## src/rtl/lc3_pkg.sv

```systemverilog
// Shared state encodings, opcode constants and opcode classification helpers
// for the LC-3 instruction sequencer.
package lc3_pkg;

  typedef enum logic [2:0] {
    ST_IDLE      = 3'd0,
    ST_FETCH     = 3'd1,
    ST_DECODE    = 3'd2,
    ST_EXECUTE   = 3'd3,
    ST_MEMORY    = 3'd4,
    ST_WRITEBACK = 3'd5,
    ST_HALT      = 3'd6,
    ST_UNUSED    = 3'd7
  } state_e;

  localparam int unsigned OP_W = 4;

  localparam logic [OP_W-1:0] OP_BR   = 4'b0000;
  localparam logic [OP_W-1:0] OP_ADD  = 4'b0001;
  localparam logic [OP_W-1:0] OP_LD   = 4'b0010;
  localparam logic [OP_W-1:0] OP_ST   = 4'b0011;
  localparam logic [OP_W-1:0] OP_JSR  = 4'b0100;
  localparam logic [OP_W-1:0] OP_AND  = 4'b0101;
  localparam logic [OP_W-1:0] OP_LDR  = 4'b0110;
  localparam logic [OP_W-1:0] OP_STR  = 4'b0111;
  localparam logic [OP_W-1:0] OP_RTI  = 4'b1000;
  localparam logic [OP_W-1:0] OP_NOT  = 4'b1001;
  localparam logic [OP_W-1:0] OP_LDI  = 4'b1010;
  localparam logic [OP_W-1:0] OP_STI  = 4'b1011;
  localparam logic [OP_W-1:0] OP_JMP  = 4'b1100;
  localparam logic [OP_W-1:0] OP_RES  = 4'b1101;
  localparam logic [OP_W-1:0] OP_LEA  = 4'b1110;
  localparam logic [OP_W-1:0] OP_TRAP = 4'b1111;

  function automatic logic is_load(input logic [OP_W-1:0] op);
    return (op == OP_LD) || (op == OP_LDR) || (op == OP_LDI);
  endfunction

  function automatic logic is_store(input logic [OP_W-1:0] op);
    return (op == OP_ST) || (op == OP_STR) || (op == OP_STI);
  endfunction

  function automatic logic is_mem_op(input logic [OP_W-1:0] op);
    return is_load(op) || is_store(op);
  endfunction

  function automatic logic is_indirect(input logic [OP_W-1:0] op);
    return (op == OP_LDI) || (op == OP_STI);
  endfunction

  function automatic logic needs_wb(input logic [OP_W-1:0] op);
    return is_load(op) || (op == OP_ADD) || (op == OP_AND) || (op == OP_NOT) ||
           (op == OP_LEA) || (op == OP_JSR);
  endfunction

endpackage

```

## src/rtl/lc3_dwell_cnt.sv

```systemverilog
// Loadable down-counter timing FETCH and MEMORY dwell; done_c flags zero.
module lc3_dwell_cnt #(
  parameter int unsigned W = 1
) (
  input  logic         clk,
  input  logic         rst_n,
  input  logic         load,
  input  logic [W-1:0] load_val,
  output logic         done_c
);

  logic [W-1:0] cnt_q, cnt_d;

  assign done_c = (cnt_q == '0);

  always_comb begin
    cnt_d = cnt_q;
    if (load)        cnt_d = load_val;
    else if (!done_c) cnt_d = cnt_q - W'(1);
  end

  always_ff @(posedge clk or negedge rst_n) begin
    if (!rst_n) cnt_q <= '0;
    else        cnt_q <= cnt_d;
  end

endmodule

```

## src/rtl/lc3_control.sv

```systemverilog
// LC-3 instruction sequencer: FETCH/DECODE/EXECUTE/MEMORY/WRITEBACK with
// registered per-stage enables and a retired-instruction counter.
module lc3_control
  import lc3_pkg::*;
#(
  parameter int unsigned MEM_LAT = 2,
  parameter int unsigned CNT_W   = 16
) (
  input  logic             clk,
  input  logic             rst_n,
  input  logic             start,
  input  logic             stop,
  input  logic [3:0]       opCode_in,
  output logic             fetch_start,
  output logic             decode_en,
  output logic             exec_en,
  output logic             mem_en,
  output logic             mem_we,
  output logic             wb_en,
  output logic             busy,
  output logic             halted,
  output logic             illegal,
  output logic [2:0]       state_out,
  output logic [CNT_W-1:0] instr_count
);

  localparam int unsigned DW_W = (MEM_LAT > 1) ? $clog2(MEM_LAT) : 1;
  localparam logic [DW_W-1:0] DWELL_LOAD = DW_W'(MEM_LAT - 1);

  state_e           state_q, state_d;
  logic [OP_W-1:0]  opcode_q, opcode_d;
  logic             acc2_q, acc2_d;
  logic             illegal_q, illegal_d;
  logic [CNT_W-1:0] count_q, count_d;
  logic             fetch_start_q, fetch_start_d;
  logic             decode_en_q, decode_en_d;
  logic             exec_en_q, exec_en_d;
  logic             mem_en_q, mem_en_d;
  logic             mem_we_q, mem_we_d;
  logic             wb_en_q, wb_en_d;
  logic             busy_q, busy_d;
  logic             halted_q, halted_d;
  logic             dwell_load_c, dwell_done_c, retire_c;

  lc3_dwell_cnt #(.W(DW_W)) u_dwell (
    .clk      (clk),
    .rst_n    (rst_n),
    .load     (dwell_load_c),
    .load_val (DWELL_LOAD),
    .done_c   (dwell_done_c)
  );

  // Next state, datapath updates and next values of the registered outputs
  always_comb begin
    state_d      = state_q;
    opcode_d     = opcode_q;
    acc2_d       = acc2_q;
    illegal_d    = illegal_q;
    count_d      = count_q;
    dwell_load_c = 1'b0;
    retire_c     = 1'b0;
    mem_en_d     = 1'b0;
    mem_we_d     = 1'b0;

    case (state_q)
      ST_IDLE: begin
        if (start && !stop) begin
          state_d      = ST_FETCH;
          dwell_load_c = 1'b1;
        end
      end
      ST_FETCH: begin
        if (dwell_done_c) state_d = ST_DECODE;
      end
      ST_DECODE: begin
        opcode_d = opCode_in;
        if (opCode_in == OP_TRAP) begin
          state_d = ST_HALT;
        end else if ((opCode_in == OP_RTI) || (opCode_in == OP_RES)) begin
          state_d   = ST_HALT;
          illegal_d = 1'b1;
        end else begin
          state_d = ST_EXECUTE;
        end
      end
      ST_EXECUTE: begin
        if (is_mem_op(opcode_q)) begin
          state_d      = ST_MEMORY;
          dwell_load_c = 1'b1;
          acc2_d       = 1'b0;
          mem_en_d     = 1'b1;
          mem_we_d     = is_store(opcode_q) && !is_indirect(opcode_q);
        end else if (needs_wb(opcode_q)) begin
          state_d = ST_WRITEBACK;
        end else begin
          retire_c = 1'b1;
        end
      end
      ST_MEMORY: begin
        if (dwell_done_c) begin
          // Indirect ops chain a second access; only its write is real
          if (is_indirect(opcode_q) && !acc2_q) begin
            acc2_d       = 1'b1;
            dwell_load_c = 1'b1;
            mem_en_d     = 1'b1;
            mem_we_d     = is_store(opcode_q);
          end else if (is_load(opcode_q)) begin
            state_d = ST_WRITEBACK;
          end else begin
            retire_c = 1'b1;
          end
        end
      end
      ST_WRITEBACK: retire_c = 1'b1;
      ST_HALT:      state_d  = ST_HALT;
      default:      state_d  = ST_IDLE;
    endcase

    if (retire_c) begin
      count_d = count_q + CNT_W'(1);
      if (stop) begin
        state_d = ST_IDLE;
      end else begin
        state_d      = ST_FETCH;
        dwell_load_c = 1'b1;
      end
    end
  end

  assign fetch_start_d = (state_d == ST_FETCH) && (state_q != ST_FETCH);
  assign decode_en_d   = (state_d == ST_DECODE);
  assign exec_en_d     = (state_d == ST_EXECUTE);
  assign wb_en_d       = (state_d == ST_WRITEBACK);
  assign halted_d      = (state_d == ST_HALT);
  assign busy_d        = (state_d != ST_IDLE) && (state_d != ST_HALT);

  always_ff @(posedge clk or negedge rst_n) begin
    if (!rst_n) begin
      state_q       <= ST_IDLE;
      opcode_q      <= '0;
      acc2_q        <= 1'b0;
      illegal_q     <= 1'b0;
      count_q       <= '0;
      fetch_start_q <= 1'b0;
      decode_en_q   <= 1'b0;
      exec_en_q     <= 1'b0;
      mem_en_q      <= 1'b0;
      mem_we_q      <= 1'b0;
      wb_en_q       <= 1'b0;
      busy_q        <= 1'b0;
      halted_q      <= 1'b0;
    end else begin
      state_q       <= state_d;
      opcode_q      <= opcode_d;
      acc2_q        <= acc2_d;
      illegal_q     <= illegal_d;
      count_q       <= count_d;
      fetch_start_q <= fetch_start_d;
      decode_en_q   <= decode_en_d;
      exec_en_q     <= exec_en_d;
      mem_en_q      <= mem_en_d;
      mem_we_q      <= mem_we_d;
      wb_en_q       <= wb_en_d;
      busy_q        <= busy_d;
      halted_q      <= halted_d;
    end
  end

  assign fetch_start = fetch_start_q;
  assign decode_en   = decode_en_q;
  assign exec_en     = exec_en_q;
  assign mem_en      = mem_en_q;
  assign mem_we      = mem_we_q;
  assign wb_en       = wb_en_q;
  assign busy        = busy_q;
  assign halted      = halted_q;
  assign illegal     = illegal_q;
  assign state_out   = state_q;
  assign instr_count = count_q;

endmodule

```

## config.mk

```make
export PLATFORM = sky130hd
export DESIGN_NAME = lc3_control
export DESIGN_NICKNAME = d
export VERILOG_FILES = /design/src/rtl/lc3_pkg.sv /design/src/rtl/lc3_dwell_cnt.sv /design/src/rtl/lc3_control.sv
export SDC_FILE = /design/constraint.sdc
export NUM_CORES = 1
export LEC_CHECK = 0
export ABC_AREA = 0
export BUFFER_PORTS_ARGS = -buffer_cell sky130_fd_sc_hd__buf_2
export CAP_MARGIN = 25
export CORE_UTILIZATION = 57
export CTS_CLUSTER_SIZE = 10
export DETAILED_ROUTE_END_ITERATION = 16
export PLACE_DENSITY = 0.87
export REMOVE_ABC_BUFFERS = 1
export SYNTH_ARGS = -nofsm -noshare
export SYNTH_HDL_FRONTEND = slang
export SYNTH_SLANG_ARGS = --single-unit
```

## constraint.sdc

```tcl
create_clock -name clk -period 4.2 [get_ports clk]
set_input_delay 0.84 -clock clk [delete_from_list [all_inputs] [get_ports clk]]
set_output_delay 0.84 -clock clk [all_outputs]
set_load 0.01 [all_outputs]
```

# --- Yosys cells after proc, flatten, opt, wreduce, memory -nomap -nowiden ---
# Index checks and enable logic that the tools add are counted.
classes:
  add_sub_neg: 2
  eq_ne: 30
  n_mux: 36
  bitwise_logic: 1
  n_reduce_logical: 25
ops:
  columns: ["operator", "n"]
  rows:
  - ["$mux 3", 10]
  - ["$eq 4x4->1 const B", 7]
  - ["$pmux 3 s7", 1]
  - ["$mux 1", 20]
  - ["$add 16x1->16 const B", 1]
  - ["$eq 4x3->1 const B", 4]
  - ["$eq 3x3->1 const B", 5]
  - ["$eq 3x2->1 const B", 4]
  - ["$logic_or 1x1->1", 12]
  - ["$eq 4x2->1 const B", 2]
  - ["$eq 3x1->1 const B", 2]
  - ["$ne 2x2->1 const B", 3]
  - ["$pmux 1 s2", 3]
  - ["$pmux 1 s3", 2]
  - ["$logic_and 1x1->1", 5]
  - ["$eq 4x1->1 const B", 1]
  - ["$reduce_and 4->1", 1]
  - ["$logic_not 1->1", 3]
  - ["$logic_not 3->1", 1]
  - ["$ne 3x1->1 const B", 1]
  - ["$ne 3x3->1 const B", 1]
  - ["$reduce_and 3->1", 1]
  - ["$reduce_bool 3->1", 1]
  - ["$reduce_bool 2->1", 1]
  - ["other kinds (2)", 2]
word_totals:
  regBits: 34
  input_bits: 8
  out_inout_bits: 28

# --- Longest topological paths before layout ---
# Gate-level depths: netlist of run 1.
depth:
  ltp_word: 14
  ltp_mapped: 7
  depth_no_buf: 5

# --- Modules after synthesis ---
# A second synthesis of run 1 with hierarchy kept.
hier_totals:
  hier_cells: 156
  hier_area_um2: 1666.6
by_module_without_submodules:
  columns: ["mod", "n_inst", "cells_each", "area_per_inst_um2", "seq_area_each_um2"]
  rows:
  - ["lc3_control", 1, 153, 1631.6, 825.8]
  - ["lc3_dwell_cnt", 1, 3, 35.0, 25.0]

# --- Worst setup path before layout of run 1 ---
# Ideal clock, no wire load.
synth_timing:
  kind: "in2reg"
  start: "in stop"
  end: "reg wb_en_q (netlist: wb_en)"
  setup_time_ns: 0.074
  t_arrival_ns: 1.756
  required_time_ns: 4.126
  setup_slack_ns: 2.370
  cell_stages: 5
  path_buffers: 0
  cell_sequence: "or4b_1 > a21oi_1 > a21oi_1 > a21o_1 > a21oi_2"
synth_between:
  elab_chain_len: 6
  elab_cells_between_ends: 7
synth_lines:
  columns: ["element", "line", "rtl"]
  rows:
  - ["from (decl)", "lc3_control.sv:12", "input logic stop,"]
  - ["$logic_not 1->1", "lc3_control.sv:67", "if (start && !stop) begin"]
  - ["$logic_and 1x1->1", "lc3_control.sv:67", null]
  - ["$mux 3", "lc3_control.sv:67", null]
  - ["$pmux 3 s7", "lc3_control.sv:65", "case (state_q)"]
  - ["$mux 3 (*)", "lc3_control.sv:119", "if (retire_c) begin"]
  - ["$eq 3x3->1 (*)", "lc3_control.sv:133", "assign wb_en_d = (state_d == ST_WRITEBACK);"]
  - ["via wb_en_d", "lc3_control.sv:40", "logic wb_en_q, wb_en_d;"]
  - ["to (signal assigned)", "lc3_control.sv:163", "wb_en_q <= wb_en_d;"]
  - ["to (decl)", "lc3_control.sv:40", null]
# Mark *: on every way through the listed nets, which the timed path passes. The rest lies on a longest branch.
# A chain may end at the register's enable or synchronous reset.

# --- Final worst setup path of run 1 ---
layout_timing:
  start: "reg state_q[2] (netlist: state_out[2])"
  end: "out state_out[2]"
layout_lines:
  columns: ["element", "line", "rtl"]
  rows:
  - ["from (decl)", "lc3_control.sv:30", "state_e state_q, state_d;"]
  - ["from (signal assigned)", "lc3_control.sv:153", "state_q <= state_d;"]
  - ["to (decl)", "lc3_control.sv:23", "output logic [2:0] state_out,"]
# No word-level cell between the ends.

==> run_results.csv, run 1 <==
group,metric,value,unit
worst_hold_path,holdCritPathClass,"reg2reg",
synthesis,async_reset_ff_frac,1.00,
pwr,switchingPower,0.480,mW
routing,wl_per_cell,15.1,µm
pwr,swShare,0.385,
global_route,grt_max_degree,35,
pwr,p_int,0.765,mW
critical_path,arrival,1.11,ns
synthesis,yosys.area.top_type,"dfrtp_1",
critical_path,critPathTopFamily,"flip-flops",
routing,ant_nets,0,
floorplanning,initial_core_util,0.607,
global_route,grt_usage,0.223,
clock_network,cts_max_level,2,
sta,fin_tns_setup,0,ns
critical_path,cp_data_required_time,3.36,ns
routing,num_vias,1246,
final_layout,final_cells,217,
clock_network,clock_latency,0.33,ns
floorplanning,core.rowCount,19,
synthesis,avgSynthCellArea,11.4,µm²
routing,drt-initial-drc-count,58,
final_layout,fillers,203,
synthesis,ys.flop_type,"dfrtp_1",
floorplanning,pin_count,36,
routing,route.detailed.drc,0,
sta,fmax,512,MHz
clock_network,hold_buffers,0,
final_layout,n_antenna_cell,0,
clock_network,post_cts_buffers,0,
pwr,p_total,1.25,mW
global_route,grt_overflow,0,
clock_network,cts_resized,0,
pwr,p_leak,0.970,nW
critical_path,crit_chain,"buf_2",
sta,fin_crit_sh,0.465,
placement,dpl_cell_area,1860,µm²
synthesis,ys_ff_latch,34,
critical_path,critPathBufInv,1,
routing,avgViaCountPerCell,5.74,
critical_path,critPathKind,"reg2out",
critical_path,cpPeakStageDelay,0.58,ns
global_route,first_global_vias,1170,
final_layout,largest_reg_flops,16,
synthesis,yosysSeqAreaShare,0.509,
clock_network,path_clk_slew,0.10,ns
routing,wl,3280,µm
sta,grt_setup_unrepaired,"false",
sta,hold_viol_final,0,
synthesis,synthTopCellsByCount,"dfrtp_1 (34), nor2_1 (11), nand2_1 (10), xor2_1 (10), nand3_1 (7)",
floorplanning,core_area,2760,µm²
sta,worst_pin_slew,0.740,ns
status,outcome,"finished, final reports clean",
critical_path,crit_path_end_kind,"output pin",
floorplanning,dieHeight,56.2,µm
critical_path,path_max_fanout,14,
pwr,max-vdd-ir-drop,0.590,mV
flow_run,maxCapViolCount,0,
sta,relSlewSlack,0.506,
placement,gp_congestion,0.834,
synthesis,synth-edff-count,0,
final_layout,final_area,1940,µm²
sta,final_max_slew_viol_count,0,
routing,firstDrtPassIters,4,
final_layout,area_delta_synth_final,15.9,%
critical_path,slowest_stage,"dfrtp_1",
clock_network,cts_tree,"done",
clock_network,cts.sinks,34,
critical_path,cp-start-kind,"flip-flop",
final_layout,fin_nets,194,
synthesis,yosys.area.top_type_share,0.509,
sta,fin_crit,1.95,ns
floorplanning,die_w,56.2,µm
floorplanning,die-area,3160,µm²
placement,io_buffers,35,
synthesis,synth.distinct_cells,47,
pwr,combPwrFrac,0.389,
pwr,power_frac_clock,0.175,
synthesis,yosysMostFrequentCell,"dfrtp_1",
placement,dpl.hpwl,2430,µm
clock_network,cts_buffers,5,
global_route,antenna_found_initial,0,
synthesis,syn_inst,147,
sta,setup_violations,0,
sta,finalClockSkew,0.0104,ns
clock_network,clk_path_buf_depth,2,
final_layout,drive_above_1_share,0.344,
synthesis,syn_area,1670,µm²
pwr,power_frac_seq,0.436,
pwr,powerDensity,642,nW/µm²
global_route,grt_pass1_wl,5330,µm
placement,dp.cells,209,
synthesis,ys_warn_count,0,
clock_network,root_buffer,"clkbuf_4",
synthesis,synth_area_leaders,"dfrtp_1 (51%), xor2_1 (5.2%), mux2_2 (3.4%), xnor2_1 (3.1%), nor2_1 (2.5%)",
## kinds of logic after synthesis
family / after synthesis / synth area share
flops: 34 / 0.509
fa+ha+maj: 1 / 0.00748
buf+inv: 8 / 0.0247
xor+xnor: 16 / 0.0838
simple gates: 60 / 0.234
compound gates: 23 / 0.108
mux: 5 / 0.0337
## cell type report
type	instances	area [µm²]	area share
Clock buffer	8	78.8	0.0406
Sequential cell	34	851	0.439
Timing Repair Buffer	35	175	0.0903
Multi-Input combinational cell	105	781	0.403
Inverter	4	15.0	0.00774
Tap cell	31	38.8	0.0200
## power groups by stage
stage	registers, mW	logic (mW)	clock network [mW]
after floorplan	0.560	0.312	0
after global placement	0.539	0.465	0
after detailed placement	0.546	0.484	0
after CTS	0.540	0.488	0.224
after global routing	0.559	0.534	0.236
final	0.542	0.485	0.218
## worst register-to-register path: stages, from the launching register on
cell and delay, ns:
dfrtp_1 0.58, nor4b_4 0.37, o211ai_2 0.19, a31o_2 0.31, nor2_1 0.17, xor2_1 0.21
## stage by stage
| step | setup WS (ns) | hold WS, ns | utilization |
|---|---|---|---|
| final | 2.25 | 0.476 | 0.703 |
| after global routing | 2.13 | 0.495 | 0.703 |
| after CTS | 2.24 | 0.480 | 0.703 |
| after detailed placement | 2.15 | 0.455 | 0.675 |
| after global placement | 2.22 | 0.449 | 0.675 |
| after floorplan | 2.37 | 0.488 | - |
## cell usage in the layout (no fill, tap or decap), types with 2 or more instances in the layout
cell,count
a32oi_1,2
nor3_2,2
nor3b_2,2
buf_2,35
mux2_2,5
dfrtp_1,34
nor2_1,11
xor2_1,10
nand3_1,7
a21oi_1,5
o21a_1,2
o21ai_0,3
clkbuf_4,5
and2_1,2
inv_1,4
xnor2_1,6
nor2b_1,2
nand2_1,10
nand2b_1,4
clkbuf_8,3
nor3_1,4
nand3b_1,3
## final timing paths
check                                   from              end  slack (ns)  depth (start not counted)
worst min register to register       illegal          illegal        0.48                          1
worst max register to register  state_out[2]   instr_count[5]        2.28                          5
min in group asynchronous              rst_n  instr_count[10]        0.56                          1
worst max-delay path            state_out[2]     state_out[2]        2.25                          1
worst min-delay path                 illegal          illegal        0.48                          1
max in group asynchronous              rst_n   instr_count[3]        3.16                          1
## routing by layer
metal / GRT usage / part of all wire
met2: 0.352 / 0.51
met4: 0.122 / 0.013
met3: 0.0488 / 0.052
met1: 0.285 / 0.42
met5: 0 / 0
(Power assumes the default switching activity.)
==> run 2, diff against run 1 <==
CORE_UTILIZATION = 48   (was 57)
PLACE_DENSITY = 0.79   (was 0.87)
clock period = 1.6 ns   (was 4.2 ns; I/O delays follow)
==> run_results.csv, run 2 (synthesized netlist as in run 1, its figures left out) <==
group,metric,value,unit
status,outcome,"finished with violations",
status,violations,"setup timing",
floorplanning,initial_core_util,0.501,
pwr,p_leak,1.19,nW
global_route,antenna_found_initial,0,
critical_path,slowest_stage,"or4b_1",
clock_network,clk_path_buf_depth,2,
final_layout,largest_reg_flops,16,
floorplanning,core_area,3340,µm²
final_layout,final_cell_mix,"buf_2 (35), dfrtp_1 (32), buf_4 (26)",
floorplanning,die_w,61.0,µm
routing,firstDrtPassIters,4,
floorplanning,dieHeight,61.0,µm
sta,setup_violations,16,
clock_network,cts_max_level,2,
flow_run,maxCapViolCount,0,
critical_path,crit_chain,"or4b_1, a21oi_1, a21oi_1, a21o_1, a21oi_2",
placement,gp_congestion,0.801,
routing,ant_nets,0,
sta,final_max_slew_viol_count,0,
critical_path,cpPeakStageDelay,0.55,ns
critical_path,r2r-start,"state_out[0]",
global_route,grt_overflow,0,
critical_path,critPathKind,"reg2reg",
routing,num_vias,1378,
pwr,power_frac_seq,0.365,
worst_hold_path,min_from,"opCode_in[1]",
critical_path,reg2reg_slack,-0.08,ns
pwr,p_total,3.77,mW
critical_path,path_max_fanout,6,
pwr,power_frac_clock,0.118,
critical_path,crit_path_end_kind,"flip-flop",
sta,fin_crit_sh,1.05,
critical_path,r2r_cells,5,
pwr,swShare,0.396,
pwr,switchingPower,1.49,mW
sta,relSlewSlack,0.726,
final_layout,n_antenna_cell,0,
final_layout,fin_util,0.685,
global_route,grt_usage,0.225,
sta,worst_pin_slew,0.410,ns
final_layout,fin_nets,224,
routing,drt-initial-drc-count,62,
routing,avgViaCountPerCell,5.28,
worst_hold_path,holdCritPathClass,"in2reg",
worst_hold_path,min_to,"opcode_q[1]",
placement,dpl.hpwl,2750,µm
sta,hold_ws,0.246,ns
pwr,powerDensity,1650,nW/µm²
global_route,grt_pass1_wl,5930,µm
critical_path,cp_data_required_time,1.88,ns
routing,route.detailed.drc,0,
final_layout,final_common_cell,"buf_2",
sta,finalClockSkew,0.00680,ns
pwr,p_int,2.28,mW
pwr,max-vdd-ir-drop,0.765,mV
routing,wl_per_cell,14.6,µm
final_layout,area_delta_synth_final,36.6,%
critical_path,arrival,1.96,ns
floorplanning,die-area,3730,µm²
sta,fmax,594,MHz
sta,hold_viol_final,0,
clock_network,cts_buffers,5,
clock_network,cts.sinks,34,
critical_path,regToRegEndpoint,"wb_en",
routing,wl,3820,µm
floorplanning,pin_count,36,
clock_network,clock_latency,0.34,ns
clock_network,root_buffer,"clkbuf_4",
sta,fin_crit,1.68,ns
global_route,first_global_vias,1313,
clock_network,path_clk_slew,0.10,ns
critical_path,crit_top_cell,"a21oi_1",
clock_network,cts_tree,"done",
floorplanning,core.rowCount,21,
final_layout,drive_above_1_share,0.484,
sta,layout_setup_ws,-0.0837,ns
worst_hold_path,hold_path_depth,2,
critical_path,cp-start-kind,"flip-flop",
global_route,grt_max_degree,20,
placement,io_buffers,35,
pwr,combPwrFrac,0.517,
sta,grt_setup_unrepaired,"true",
run 2: cell types whose count changed in the layout (fill, tap and decap cells not counted), sizes merged:
cell	before	now
buf	35	63
clkbuf	8	5
dlygate4sd3	0	1
clkinv	0	2
and3	2	3
run 2: layer usage:
metal / GRT usage / vias to the layer above / wire length (µm)
met2: 0.388 / 36 / 2090
li1: - / 653 / -
met3: 0.0609 / 9 / 147
met1: 0.243 / 680 / 1480
met5: 0 / - / 0
met4: 0.146 / 0 / 112
run 2: final cells by class:
type	instances	area (µm²)
timing repair buffer	64	412
clock buffer	5	37.5
multi-input combinational	106	900
clock inverter	2	10.0
fill	260	1050
inverter	4	15.0
sequential	34	853
tap	46	57.6
run 2: timing repair:
action	CTS	global route
gates cloned	1	0
pin swaps	9	2
endpoints found under the hold margin	15	0
gates resized for setup	8	13
endpoints found under the setup margin	10	25
hold buffers	1	0
setup buffers	4	1
run 2: worst max-delay path: cells and delay by family (launching register included):
| kind | cells | cell delay, ns |
|---|---|---|
| AND/OR/NAND/NOR | 1 | 0.55 |
| AO/OA/AOI/OAI | 4 | 0.60 |
| flip-flops | 1 | 0.47 |
run 2: worst max path at each step:
stage / start / cells past startpoint / end / slack (ns)
after floorplan: state_out[2] / 4 / instr_count[1] / -0.06
after global placement: state_out[1] / 5 / instr_count[9] / -0.009
after detailed placement: state_out[1] / 5 / instr_count[13] / -0.08
after CTS: state_out[1] / 5 / instr_count[13] / -0.05
after global routing: state_out[1] / 5 / instr_count[10] / -0.17
final: state_out[0] / 5 / wb_en / -0.08
run 2: per-stage QoR:
| step | instance area, µm² | setup slack (ns) | std cells | setup TNS, ns |
|---|---|---|---|---|
| floorplan | 1650 | -0.0632 | 143 | -0.332 |
| global placement | 2060 | -0.00918 | 247 | -0.0201 |
| detailed placement | 2060 | -0.0796 | 247 | -0.444 |
| CTS | 2210 | -0.0521 | 260 | -0.439 |
| global route | 2280 | -0.174 | 261 | -2.07 |
| finish | 2280 | -0.0837 | 261 | -0.601 |
run 2: power by group through the flow:
stage	clock network [mW]	registers (mW)	logic, mW
after CTS	0.466	1.37	1.76
after global placement	0	1.35	1.60
after floorplan	0	1.47	0.818
final	0.446	1.38	1.95
after detailed placement	0	1.38	1.64
after global routing	0.490	1.41	2.09
